===== src/rtl/font_pkg.sv =====
// Shared font definitions: glyph geometry, font RAM address type and the
// loader state encoding. Used by the loader, the renderer and the font RAM.
// Optional feature macro: FONT_LOADER_CHECKSUM_EN adds the CHK state.
package font_pkg;

    localparam int CHAR_BITS      = 9;
    localparam int ROW_BITS       = 3;
    localparam int ROWS_PER_GLYPH = 8;
    localparam int ADDR_BITS      = CHAR_BITS + ROW_BITS;

    localparam logic [7:0] FONT_SYNC_BYTE = 8'hA5;

    typedef logic [CHAR_BITS-1:0] char_code_t;
    typedef logic [ROW_BITS-1:0]  row_idx_t;
    typedef logic [ADDR_BITS-1:0] font_addr_t;

    typedef enum logic [2:0] {
        ST_IDLE,
        ST_CODE_HI,
        ST_CODE_LO,
        ST_ROWS,
`ifdef FONT_LOADER_CHECKSUM_EN
        ST_CHK,
`endif
        ST_COMMIT
    } loader_state_t;

    // Renderer addressing: {char_code, line}
    function automatic font_addr_t make_font_addr(input char_code_t code, input row_idx_t row);
        return {code, row};
    endfunction

endpackage


===== src/rtl/glyph_row_buf.sv =====
// 8x8 glyph staging buffer: one write port filled while rows stream in,
// one asynchronous read port walked by the commit counter.
module glyph_row_buf
    import font_pkg::*;
(
    input  logic       clk,
    input  logic       wr_en,
    input  row_idx_t   wr_row,
    input  logic [7:0] wr_data,
    input  row_idx_t   rd_row,
    output logic [7:0] rd_data
);

    logic [7:0] mem [ROWS_PER_GLYPH];

    // Store an incoming row bitmap; contents need no reset, every frame overwrites all rows
    always_ff @(posedge clk) begin
        if (wr_en) begin
            mem[wr_row] <= wr_data;
        end
    end

    assign rd_data = mem[rd_row];

endmodule


===== src/rtl/font_loader.sv =====
// Streaming glyph writer: parses framed bytes (A5, code_hi, code_lo, 8 rows
// [, checksum]) and commits the buffered glyph as eight font RAM writes.
// Optional feature macro: FONT_LOADER_CHECKSUM_EN (trailing XOR checksum byte).
module font_loader
    import font_pkg::*;
(
    input  logic             clk,
    input  logic             reset,
    input  logic [7:0]       in_data,
    input  logic             in_valid,
    output logic             in_ready,
    output logic             wr_en,
    output font_addr_t       wr_addr,
    output logic [7:0]       wr_data,
    output logic             busy,
    output logic             done,
    output logic             err
);

    loader_state_t state;
    loader_state_t state_next;
    logic          err_next;
    logic          xfer;
    row_idx_t      row_idx;
    logic [3:0]    commit_idx;   // 0..7 issue writes, 8 = settle cycle before IDLE
    char_code_t    char_code;
    logic [7:0]    rd_data;
    logic          buf_wr;
`ifdef FONT_LOADER_CHECKSUM_EN
    logic [7:0]    csum;
`endif

    assign in_ready = !reset && (state != ST_COMMIT);
    assign xfer     = in_valid && in_ready;
    assign busy     = (state != ST_IDLE);
    assign buf_wr   = xfer && (state == ST_ROWS);

    glyph_row_buf u_buf (
        .clk     (clk),
        .wr_en   (buf_wr),
        .wr_row  (row_idx),
        .wr_data (in_data),
        .rd_row  (commit_idx[ROW_BITS-1:0]),
        .rd_data (rd_data)
    );

    // State register
    always_ff @(posedge clk) begin
        if (reset) begin
            state <= ST_IDLE;
        end else begin
            state <= state_next;
        end
    end

    // Frame parser next-state and rejection decode
    always_comb begin
        state_next = state;
        err_next   = 1'b0;
        case (state)
            ST_IDLE: begin
                if (xfer && in_data == FONT_SYNC_BYTE) begin
                    state_next = ST_CODE_HI;
                end
            end
            ST_CODE_HI: begin
                if (xfer) begin
                    if (in_data[7:1] != 7'd0) begin
                        state_next = ST_IDLE;
                        err_next   = 1'b1;
                    end else begin
                        state_next = ST_CODE_LO;
                    end
                end
            end
            ST_CODE_LO: begin
                if (xfer) begin
                    state_next = ST_ROWS;
                end
            end
            ST_ROWS: begin
                if (xfer && row_idx == 3'd7) begin
`ifdef FONT_LOADER_CHECKSUM_EN
                    state_next = ST_CHK;
`else
                    state_next = ST_COMMIT;
`endif
                end
            end
`ifdef FONT_LOADER_CHECKSUM_EN
            ST_CHK: begin
                if (xfer) begin
                    if (in_data == csum) begin
                        state_next = ST_COMMIT;
                    end else begin
                        state_next = ST_IDLE;
                        err_next   = 1'b1;
                    end
                end
            end
`endif
            ST_COMMIT: begin
                if (commit_idx == 4'd8) begin
                    state_next = ST_IDLE;
                end
            end
            default: state_next = ST_IDLE;
        endcase
    end

    // Counters and registered write-port / status outputs
    always_ff @(posedge clk) begin
        if (reset) begin
            wr_en      <= 1'b0;
            wr_addr    <= '0;
            wr_data    <= '0;
            done       <= 1'b0;
            err        <= 1'b0;
            row_idx    <= '0;
            commit_idx <= '0;
        end else begin
            wr_en <= 1'b0;
            done  <= 1'b0;
            err   <= err_next;
            if (state == ST_CODE_LO && xfer) begin
                row_idx <= '0;
            end
            if (buf_wr) begin
                row_idx <= row_idx + 3'd1;
            end
            if (state == ST_COMMIT) begin
                if (commit_idx != 4'd8) begin
                    wr_en      <= 1'b1;
                    wr_addr    <= make_font_addr(char_code, commit_idx[ROW_BITS-1:0]);
                    wr_data    <= rd_data;
                    done       <= (commit_idx == 4'd7);
                    commit_idx <= commit_idx + 4'd1;
                end else begin
                    commit_idx <= '0;
                end
            end
        end
    end

    // Capture the character code (and running checksum) as header bytes arrive
    always_ff @(posedge clk) begin
        if (xfer && state == ST_CODE_HI) begin
            char_code[CHAR_BITS-1] <= in_data[0];
        end
        if (xfer && state == ST_CODE_LO) begin
            char_code[7:0] <= in_data;
        end
`ifdef FONT_LOADER_CHECKSUM_EN
        if (xfer && state == ST_CODE_HI) begin
            csum <= in_data;
        end
        if (xfer && (state == ST_CODE_LO || state == ST_ROWS)) begin
            csum <= csum ^ in_data;
        end
`endif
    end

endmodule


===== config.mk =====
export PLATFORM = sky130hd
export DESIGN_NAME = font_loader
export DESIGN_NICKNAME = d
export VERILOG_FILES = /design/src/rtl/font_pkg.sv /design/src/rtl/glyph_row_buf.sv /design/src/rtl/font_loader.sv
export SDC_FILE = /design/constraint.sdc
export NUM_CORES = 1
export LEC_CHECK = 0
export ABC_CLOCK_PERIOD_IN_PS = 2700
export BUFFER_PORTS_ARGS = -buffer_cell sky130_fd_sc_hd__clkbuf_2
export CAP_MARGIN = 20
export CORE_MARGIN = 3
export CORE_UTILIZATION = 45
export CTS_CLUSTER_DIAMETER = 100
export CTS_CLUSTER_SIZE = 14
export DETAILED_ROUTE_END_ITERATION = 10
export MAX_ROUTING_LAYER = met4
export PLACE_DENSITY = 0.74
export SLEW_MARGIN = 30
export SYNTH_ARGS = -nofsm -noshare
export SYNTH_HDL_FRONTEND = slang
export SYNTH_SLANG_ARGS = --single-unit

===== constraint.sdc =====
create_clock -name clk -period 2.7 [get_ports clk]
set_input_delay 0.405 -clock clk [delete_from_list [all_inputs] [get_ports clk]]
set_output_delay 0.405 -clock clk [all_outputs]
set_load 0.02 [all_outputs]

==> summary.md, run 1 <==
| Metric | Value |
|---|---|
| Status | completed |
| Iter 0 DRT Violations | 154 |
| Total core area | 0.008763 sq mm |
| GRT Overall Usage | 15.92% |
| Starting Density | 46.63% |
| Via count | 2,418 |
| Fin crit period | slightly below 2 ns |
| Vias in the first global route | 2,304 |
| Clock sink count | 106 |
| Sequential fraction of the synthesis area | 69.81% |
| CTS buffer count | 9 |
| Reg2reg end | u_buf.mem[2][3]$_DFFE_PP_ |
| Fmax | 519.1 MHz |
| Initial antenna violation count | 0 |
| DR pass1 iterations | 4 |
| Max_cap viols | 0 |
| Antenna Nets Post-Route | 0 |
| H-tree lvl count | 3 |
| Async SR Flop Fraction | 0% |
| CTS tree | done |
| Place WS | between 0.5 and 0.6 ns |
| Synth area leader | edfxtp_1 |
| Placer Congestion | a little under 0.8 |
| Hold_buf cts | 0 |
| Met2 Use GR | 24.40% |
| Required time of the critical path | around 2.3 ns |
| Clk root buf | clkbuf_8 |
| Synth top cells by count | edfxtp_1 (73), nand2_1 (55), dfxtp_1 (33) |
| Crit end category | primary output |
| Drt total wl | 7513 um |
| Synth Area per Inst | 14.24 sq um |
| Synthesized area | 0.004086 sq mm |
| Leakage | 1.566 nW |
| Ports | 36 |
| Post-CTS sizing | 0 |
| Hold Path Sink | u_buf.mem[2][1]$_DFFE_PP_ |
| CP Max Fanout | 9 |
| Worst slew pin tran | 0.6612 ns |
| DP HPWL | 5209 um |
| N_diodes | 0 |
| Yosys top cell area share | 53.64% |
| Die Wd | 101.3 um |
| Die ar. | 0.01026 sq mm |
| HP Class | input port to flop |
| Post-CTS Setup Inserts | 0 |
| Crit path DAT | 1.52 ns |
| Die H | a little over 100 um |
| Worst VDD drop | approximately 270 uV |
| Clock Tree Buf Depth | 2 |
| M3 GR Usage | roughly 3.3% |
| Post-synthesis register bit count | 106 |
| Post-synth EDFFs | 73 |
| PortBufs | 35 |
| Count of pins over their slew limit | 0 |
| Syn. warnings | 0 |
| FILL cells | 695 |
| DRC viols | 0 |
| RSZ-0062 raised after global routing | false |
| Synth unique cells | 34 |
| HP Start | in_data[1] |
| Grt ovf | 0 |
| GR peak layer | met2 |
| Drt wl/cell | around 17 um |
| Power Dens Cells | 600.8 mW/mm^2 |
| Reg2Reg Depth | 3 |
| Setup violators final | 0 |
| Global Route met1 Usage | between 20 and 25% |
| CP Launch Type | flop |
| Syn_nets | 302 |
| Area contributors post-synth | edfxtp_1 (54%), dfxtp_1 (16%), mux4_2 (8.8%), nand2_1 (5.1%), a21oi_1 (2.3%) |
| Worst reg2reg path startpoint | state[0]$_SDFFE_PP0P_ |
| Share of layout cells above drive strength 1 | 25.22% |
| Final Hold Fails | 0 |
| CP Class | flop to primary output |
| Area growth from synthesis to layout | 14.12% |
| Top_reg_cell synth | edfxtp_1 |
| Vias per cell | 5.434 |
| Fin area | 0.004663 sq mm |
| Setup tns final | 0 ns |
| Max-slew headroom | 55.75% |
| Largest net degree at the start of global routing | 36 |
| Placed instance area | 0.004436 sq mm |
| Fin worst setup slack | 0.7738 ns |
| Clk pin slew, worst setup/hold paths | 0.09 ns |
| First-pass GRT wire length | 11,900 um |
| Cells after Synth | ~290 |
| WHS Path Cells | 1 |
| R2R setup slack | 0.78 ns |
| Clock Skew | between 0.007 and 0.008 ns |
| Top-count cell post-synth | edfxtp_1 |
| Worst skew pair latency | 0.35 ns |
| Layout Nets | 347 |
| Std-Cell Rows | 34 |
| Crit path from | state[2]$_SDFFE_PP0P_ |
| Fin crit share | 71.34% |
==> critical path, stage by stage, from the launching register on <==
cell	delay, ns
dfxtp_1	0.48
nor3b_4	0.28
buf_4	0.20
nor2_1	0.05
clkbuf_2	0.16
==> how the worst max path moves through the flow <==
stage               cells after the start  slack [ns]                        end
floorplan                               5        0.59  u_buf.mem[0][0]$_DFFE_PP_
global route                            3        0.63  u_buf.mem[2][2]$_DFFE_PP_
finish                                  4        0.77                   in_ready
global placement                        5        0.68  u_buf.mem[2][2]$_DFFE_PP_
detailed placement                      5        0.58  u_buf.mem[2][2]$_DFFE_PP_
CTS                                     4        0.76                   in_ready
==> power by group <==
group          internal (mW)  switching, mW
clock network          0.529          0.501
logic                0.00904         0.0320
registers               1.73       0.000132
total                   2.27          0.533
==> flip-flops by register name, summed over array words and instances (netlist names) <==
name and cells:
wr_addr 12, u_buf.mem 64, commit_idx 4, row_idx 3
err 1, wr_data 8, done 1, char_code 9
wr_en 1, state 3
==> through the flow <==
stage          std cells  utilization, %  power [mW]  hold WS, ns
2_1_floorplan        287               -       1.781       0.4508
3_3_place_gp         429           50.61       1.809       0.4438
3_5_place_dp         429           50.61       1.810       0.4484
4_1_cts              445           53.21       2.826       0.3769
5_1_grt              445           53.21       2.887       0.3811
6_report             445           53.21       2.802       0.3807
==> cells by family (layout without fill, tap and decap cells) <==
family	Yosys count	count (layout)	synth area share (%)
multiplexers	16	16	8.818
flip-flops	106	106	69.81
AO/OA/AOI/OAI	37	37	6.093
AND/OR/NAND/NOR	103	103	11.79
adder cells (fa/ha/maj)	4	4	1.225
buffers and inverters	21	71	2.266
==> area by class of cell <==
class                           count  area, sq um  area share, %
Clock buffer                       14        216.5          4.642
Tap cell                          108        135.1          2.898
Multi-Input combinational cell    160         1141          24.47
Timing Repair Buffer               50        287.8          6.171
Clock inverter                      2        11.26         0.2415
Sequential cell                   106         2853          61.18
Inverter                            5        18.77         0.4025
==> per-layer routing <==
metal,routed length (um),vias to the layer above
met5,0,-
met4,42,0
met3,436,2
met2,3697,66
met1,3337,1192
li1,-,1158
==> cells in the final DEF (no fill, tap or decap) <==
cell type / count
a21oi_1: 19
a2bb2oi_1: 1
a311oi_1: 9
a41oi_1: 1
and2_1: 2
and3_1: 1
and4_1: 2
buf_4: 15
clkbuf_1: 1
clkbuf_16: 3
clkbuf_2: 35
clkbuf_8: 10
clkinv_2: 1
dfxtp_1: 33
edfxtp_1: 73
ha_1: 4
inv_1: 5
inv_4: 1
mux4_2: 16
nand2_1: 55
nand2b_1: 3
nand3_1: 4
nand3b_1: 1
nor2_1: 21
nor2b_1: 3
nor3_1: 3
nor3b_4: 1
nor4_1: 2
nor4_2: 1
nor4b_1: 1
o2111ai_1: 1
o21a_1: 1
o21ai_0: 2
o221a_1: 2
o311ai_0: 1
or3b_2: 1
or4_1: 1
or4_4: 1
Note: power is estimated with default switching activity, not from simulation.
==> inputs of run 2 (changes only) <==
Settings changed: ABC_CLOCK_PERIOD_IN_PS 2700 to 1700, PLACE_DENSITY 0.74 to 0.76.
Clock period 2.7 ns to 1.7 ns, I/O delays scaled along.
==> run 2 against run 1 <==
  * Global-route usage rose by 0.64 points
  * Clock power increased by 63%
  * Register-to-register slack worse by 0.70 ns
  * Combinational power grew 100%
  * Worst hold slack worse by 0.14 ns
  * Utilization is 1.9 points higher
  * First-iteration DRC count fell by 13%
  * Routed wire length rose by 0.29%
  * Cell area up 3.6%
  * Die area did not move
  * Total power increased by 61%
  * Critical path type is now flop to flop
  * Largest power group unchanged
  * Highest routed layer unchanged
==> summary.md, run 2 (synthesized netlist as in run 1, its figures left out) <==
| Metric | Value |
|---|---|
| Iter 0 DRT Violations | 134 (-13%) |
| Internal power | 3.633 mW (+60%) |
| First-pass GRT wire length | 12,300 um (+3.3%) |
| Final design utilization | 55.14% (+1.9 points) |
| RSZ-0062 raised after global routing | false |
| DRC viols | 0 (unchanged) |
| # placed instances | 443 (+3.3%) |
| Min Hold Slack | 0.2378 ns (-0.1429 ns) |
| Met2 wire len | 3884 um (+5.1%) |
| Vias per cell | 5.385 (-0.90%) |
| Placed instance area | 0.004591 sq mm (+3.5%) |
| Fmax | 618.2 MHz |
| Biggest register | u_buf.mem |
| Routed wl met3 | 311 um (-29%) |
| Largest register FFs | 64 (unchanged) |
| Final Hold Fails | 0 (unchanged) |
| Crit path DAT | 1.88 ns (+0.36 ns) |
| HP Class | input port to flop |
| CP Launch Type | flop |
| Max-slew headroom | 71.17% (+15 points) |
| Die H | 101.3 um (unchanged) |
| Net Sw Power | 0.8742 mW (+64%) |
| Most frequent cells in the layout | edfxtp_1 (73), nand2_1 (55), clkbuf_2 (35) |
| Multi-input gate area in the final layout | 0.001156 sq mm (+1.3%) |
| Clk root buf | clkbuf_8 |
| Reg area | 0.002854 sq mm (about the same) |
| Worst VDD drop | 343.0 uV (+28%) |
| Total power | 4.507 mW (+61%) |
| N_diodes | 0 (unchanged) |
| Leakage | 1.660 nW (+6.1%) |
| Setup violators final | 0 (unchanged) |
| Sw frac | 19.40% (+0.37 points) |
| Seq pwr share | 61.0% (-0.8 points) |
| Layout Nets | 362 (+4.3%) |
| PortBufs | 35 (unchanged) |
| Fin crit period | 1.618 ns |
| Largest net degree at the start of global routing | 36 (unchanged) |
| Share of layout cells above drive strength 1 | 30.11% (+4.9 points) |
| Clock power frac | 37.2% (+0.4 points) |
| Drt wl/cell | 16.38 um (-3.0%) |
| Fin area | 0.004832 sq mm (+3.6%) |
| DP HPWL | 5387 um (+3.4%) |
| Drt total wl | 7535 um (+0.29%) |
| FILL cells | 686 (-1.3%) |
| Initial antenna violation count | 0 (unchanged) |
| CTS tree | done |
| Worst slew pin tran | 0.4286 ns (-0.2327 ns) |
| Std-Cell Rows | 34 (unchanged) |
| Clock Skew | 0.01066 ns (+0.003248 ns) |
| Met1 wire length | 3213 um (-3.7%) |
| Non-filler cells in the finished layout | 460 (+3.4%) |
| Die ar. | 0.01026 sq mm (unchanged) |
| Hold_buf cts | 0 (unchanged) |
| Placer Congestion | 0.8613 (+9.1%) |
| Via count | 2,477 (+2.4%) |
| Clk pin slew, worst setup/hold paths | 0.10 ns (about the same) |
| Clock sink count | 106 (unchanged) |
| Total core area | 0.008763 sq mm (unchanged) |
| CTS buffer count | 9 (unchanged) |
| Grt ovf | 0 (unchanged) |
| Area growth from synthesis to layout | 18.25% |
| GRT Overall Usage | 16.56% (+0.64 points) |
| Clock Tree Buf Depth | 2 (unchanged) |
| DR top layer | met4 |
| Power Dens Cells | 932.7 mW/mm^2 (+55%) |
| Die Wd | 101.3 um (unchanged) |
| Count of pins over their slew limit | 0 (unchanged) |
| Crit end category | flop |
| Status | completed |
| Vias in the first global route | 2,382 (+3.4%) |
| Worst skew pair latency | 0.36 ns (about the same) |
| Logic gate share of total power | 1.8% (+0.3 points) |
| DR pass1 iterations | 5 (+1) |
| Largest regs | u_buf.mem: 64 flops, wr_addr: 12 flops, char_code: 9 flops |
| H-tree lvl count | 3 (unchanged) |
| CP Class | flop to flop |
| Antenna Nets Post-Route | 0 (unchanged) |
| CP Max Fanout | 17 (+8) |
| Starting Density | 46.63% (unchanged) |
| Fin crit share | roughly 95% |
| Ports | 36 (unchanged) |
| Most common cell after layout, fill and taps aside | edfxtp_1 |
| Required time of the critical path | 1.96 ns (-0.34 ns) |
| Max_cap viols | 0 (unchanged) |
run 2: cell count changes in the layout (fill, tap and decap cells not counted), moves of 2 or more:
cell	change
clkbuf_16	-2
nor3_1	-2
buf_12	+3
nor3_2	+2
buf_4	+12
run 2: layout make-up:
type,count,area share (%)
clock buffer,12,3.651
clock inverter,4,1.113
inverter,5,0.3884
multi-input combinational,160,23.93
sequential,106,59.06
tap,108,2.796
timing repair buffer,65,9.063
run 2: metal layers:
layer	global-route usage (%)	vias up
li1	-	1187
met1	20.92	1222
met2	26.26	60
met3	3.168	8
met4	7.055	0
met5	-	-
run 2: per-stage QoR:
step	TNS, ns	setup slack [ns]
final	0	0.08248
after global placement	0	0.09940
after CTS	0	0.07811
after floorplan	-3.647	-0.08080
after global routing	0	0.003158
after detailed placement	0	0.05322
run 2: worst max-delay path, stage by stage, from the launching register on:
cell and delay (ns):
dfxtp_1 0.40, inv_1 0.08, ha_1 0.22, nand3b_1 0.12, and2_1 0.22, buf_12 0.16, a21oi_1 0.07, a311oi_1 0.26
run 2: worst paths after layout:
path,from,endpoint,slack [ns],cells after the start
worst max-delay path,commit_idx[0]$_SDFFE_PP0N_,commit_idx[2]$_SDFFE_PP0N_,0.08,7
worst min-delay path,in_data[0],char_code[8]$_DFFE_PP_,0.24,1
worst max register to register,commit_idx[0]$_SDFFE_PP0N_,commit_idx[2]$_SDFFE_PP0N_,0.08,7
worst min register to register,wr_addr[2]$_SDFFE_PP0N_,wr_addr[2]$_SDFFE_PP0N_,0.46,2
run 2: power groups by stage:
stage | Clock [mW] | Sequential, mW | Combinational, mW
floorplan | 0 | 2.81 | 0.0193
finish | 1.68 | 2.75 | 0.0821
global route | 1.81 | 2.75 | 0.0889
global placement | 0 | 2.81 | 0.0805
CTS | 1.71 | 2.75 | 0.0831
detailed placement | 0 | 2.81 | 0.0829
run 2: repair_timing:
action | CTS | global route
setup endpoints to repair | 1 | 1
hold endpoints to repair | 0 | 0
gates resized for setup | 1 | 1
buffers inserted | 1 | 0
pin swaps | 1 | 0
==> inputs of run 3 (changes only) <==
Settings changed: ABC_AREA from default to 1, CAP_MARGIN 20 to 25.
==> run 3 against run 2 <==
  * Clock power shrank 18%
  * Clock-buffer cell count is the same
  * Critical endpoint is now in_ready
  * Global-route usage grew 3.1 points
==> summary.md, run 3 <==
| Metric | Value |
|---|---|
| Final design utilization | 54.48% (-0.66 points) |
| Most frequent cells in the layout | edfxtp_1 (73), nand2_1 (69), nor2_1 (44) |
| Clk root buf | clkbuf_8 |
| Layout Nets | 449 (+24%) |
| CTS buffer count | 9 (unchanged) |
| Seq pwr share | 65.2% (+4.2 points) |
| Fmax | 608.9 MHz (-1.5%) |
| HP Class | input port to flop |
| Largest regs | u_buf.mem: 64 flops, wr_addr: 12 flops, char_code: 9 flops |
| PortBufs | 35 (unchanged) |
| Ports | 36 (unchanged) |
| Biggest register | u_buf.mem |
| Antenna Nets Post-Route | 0 (unchanged) |
| Crit path max-delay family | flip-flops |
| Critical Path Stages | 6 (-1) |
| GRT Overall Usage | 19.62% (+3.1 points) |
| Die ar. | 0.01045 sq mm (+1.8%) |
| Fin crit period | 1.642 ns (+0.02483 ns) |
| Drt wl/cell | 17.40 um (+6.2%) |
| Sequential fraction of the synthesis area | 68.47% (-1.3 points) |
| DR pass1 iterations | 5 (unchanged) |
| Worst slew pin tran | 0.3739 ns (-0.05462 ns) |
| Most common cell after layout, fill and taps aside | edfxtp_1 |
| Required time of the critical path | 1.44 ns (-0.52 ns) |
| Area contributors post-synth | edfxtp_1 (53%), dfxtp_1 (16%), nand2_1 (6.4%), nor2_1 (4.1%), nand3_1 (3.5%) |
| Async SR Flop Fraction | 0% (unchanged) |
| Clk pin slew, worst setup/hold paths | 0.09 ns (about the same) |
| R2R setup slack | 0.10 ns (+0.02 ns) |
| Leakage | 1.809 nW (+8.9%) |
| Yosys top cell area share | 52.61% (-1.0 points) |
| Crit end category | primary output |
| Reg2reg end | u_buf.mem[1][6]$_DFFE_PP_ |
| Critical Path, Cell by Cell | nor2_2 > nand2_4 > buf_4 > nand2_2 > inv_1 > clkbuf_2 |
| RSZ-0062 raised after global routing | true |
| Top-count cell post-synth | edfxtp_1 |
| Synth unique cells | 32 (-5.9%) |
| Max-slew headroom | 75.04% (+3.9 points) |
| Clock Tree Buf Depth | 2 (unchanged) |
| Die Wd | 102.2 um (+0.92%) |
| Share of layout cells above drive strength 1 | 22.78% (-7.3 points) |
| CP max stage cell | dfxtp_4 |
| Min Hold Slack | 0.2795 ns (+0.04165 ns) |
| Max incr delay on CP | 0.38 ns (-0.02 ns) |
| Reg2Reg Depth | 6 (-1) |
| Vias per cell | 5.494 (+2.0%) |
| Syn_nets | 393 (+30%) |
| CP Max Fanout | 7 (-10) |
| Critical Path End | in_ready |
| Clock Skew | 0.01075 ns (+0.00009290 ns) |
| Synth top cells by count | edfxtp_1 (73), nand2_1 (71), nor2_1 (46) |
| Grt ovf | 0 (unchanged) |
| DP HPWL | 6579 um (+22%) |
| Drt total wl | 9519 um (+26%) |
| Clock power frac | 32.5% (-4.7 points) |
| Cells after Synth | 378 (+32%) |
| # placed instances | 528 (+19%) |
| H-tree lvl count | 3 (unchanged) |
| Synth Area per Inst | 11.02 sq um (-23%) |
| Setup violators final | 0 (unchanged) |
| HP Start | in_valid |
| Vias in the first global route | 2,865 (+20%) |
| CP Class | flop to primary output |
| Syn. warnings | 0 (unchanged) |
| Starting Density | 47.09% (+0.46 points) |
| Crit path DAT | 1.39 ns (-0.49 ns) |
| Max_cap viols | 0 (unchanged) |
| Count of pins over their slew limit | 0 (unchanged) |
| Crit path from | state[1]$_SDFFE_PP0P_ |
| Net Sw Power | 0.8645 mW (-1.1%) |
| Internal power | 3.347 mW (-7.9%) |
| Status | completed |
| Placer Congestion | 0.9622 (+12%) |
| Synthesized area | 0.004166 sq mm (+2.0%) |
| Final Hold Fails | 0 (unchanged) |
| Via count | 3,005 (+21%) |
| Total core area | 0.008848 sq mm (+0.97%) |
| Sw frac | 20.53% (+1.1 points) |
| Logic gate share of total power | 2.3% (+0.5 points) |
| Total power | 4.211 mW (-6.6%) |
| FILL cells | 729 (+6.3%) |
| Iter 0 DRT Violations | 206 (+54%) |
| Worst VDD drop | 388.4 uV (+13%) |
| Area growth from synthesis to layout | 15.71% |
| Buf+Inv Stages, Crit Path | 3 (+1) |
| CTS tree | done |
| Fin crit share | 96.61% (+1.5 points) |
| Post-synthesis register bit count | 106 (unchanged) |
| Std-Cell Rows | 34 (unchanged) |
| Clock sink count | 106 (unchanged) |
| Top_reg_cell synth | edfxtp_1 |
| Synth area leader | edfxtp_1 |
| Die H | 102.2 um (+0.92%) |
| Largest register FFs | 64 (unchanged) |
| DRC viols | 0 (unchanged) |
| Power Dens Cells | 873.5 mW/mm^2 (-6.4%) |
| N_diodes | 0 (unchanged) |
| Hold_buf cts | 0 (unchanged) |
| Worst skew pair latency | 0.36 ns (about the same) |
| Initial antenna violation count | 0 (unchanged) |
| Non-filler cells in the finished layout | 547 (+19%) |
| Largest net degree at the start of global routing | 36 (unchanged) |
| CP Launch Type | flop |
| First-pass GRT wire length | 14,670 um (+19%) |
| Post-synth EDFFs | 73 (unchanged) |
| Worst reg2reg path startpoint | state[2]$_SDFFE_PP0P_ |
run 3: cell types whose count changed after synthesis, moves of 11 or more:
cell     previous run  this run
nand2_1            55        71
mux4_2             16         0
o21ai_0             2        29
nor2_1             21        46
inv_1               5        16
nand3_1             4        29
run 3: per-layer routing:
metal  vias up  global-route usage, %  wire, um  share of wire [%]
li1       1425                      -         -                  -
met1      1455                  24.27      3876                 41
met2       106                  32.38      4873                 51
met3        19                  2.526       549                5.8
met4         0                  8.678       219                2.3
met5         -                      -         0                  0
run 3: worst min path at each step:
stage | depth (start not counted) | slack (ns) | to
2_1_floorplan | 0 | 0.35 | char_code[0]$_DFFE_PP_
3_3_place_gp | 1 | 0.44 | commit_idx[3]$_SDFFE_PP0N_
3_5_place_dp | 2 | 0.46 | wr_addr[8]$_SDFFE_PP0N_
4_1_cts | 3 | 0.27 | err$_SDFF_PP0_
5_1_grt | 2 | 0.28 | u_buf.mem[1][4]$_DFFE_PP_
6_report | 3 | 0.28 | err$_SDFF_PP0_
run 3: timing repair:
action                     CTS  global route
gates resized for setup      1            10
setup buffers                0             3
pin swaps                    0             1
setup endpoints to repair    9            64
run 3: cell families (layout without fill, tap and decap cells):
group / count (synthesis) / after routing / share of synthesized area [%]
buf+inv: 38 / 99 / 4.024
compound gates: 60 / 60 / 7.928
simple gates: 169 / 169 / 18.17
flops: 106 / 106 / 68.47
xor+xnor: 1 / 1 / 0.2102
fa+ha+maj: 4 / 4 / 1.201
run 3: worst reg2reg max path: cells and delay by family (launching register included):
| family | cells | cell delay, ns |
|---|---|---|
| simple gates | 4 | 0.64 |
| buf+inv | 2 | 0.30 |
| flops | 1 | 0.37 |
run 3: metrics by stage:
stage	worst slack, ns	area [sq um]	setup TNS (ns)
4_1_cts	0.00007760	4757	0
3_5_place_dp	0.008070	4583	0
3_3_place_gp	0.1021	4583	0
6_report	0.05764	4821	0
2_1_floorplan	-0.2416	4184	-7.112
5_1_grt	-0.02084	4821	-0.1159
run 3: cell type report:
class | instances | area, sq um | share of cell area, %
clock buffer | 12 | 145.1 | 3.011
clock inverter | 4 | 27.53 | 0.5710
inverter | 22 | 86.33 | 1.791
multi-input combinational | 234 | 1186 | 24.60
sequential | 106 | 2858 | 59.28
tap | 108 | 135.1 | 2.803
timing repair buffer | 61 | 382.9 | 7.942
run 3: power groups by stage:
stage	clock network [mW]	logic, mW	registers (mW)
after floorplan	0	0.0251	2.81
after global placement	0	0.0936	2.81
after detailed placement	0	0.0963	2.81
after CTS	1.38	0.0967	2.75
after global routing	1.48	0.105	2.75
final	1.37	0.0961	2.75
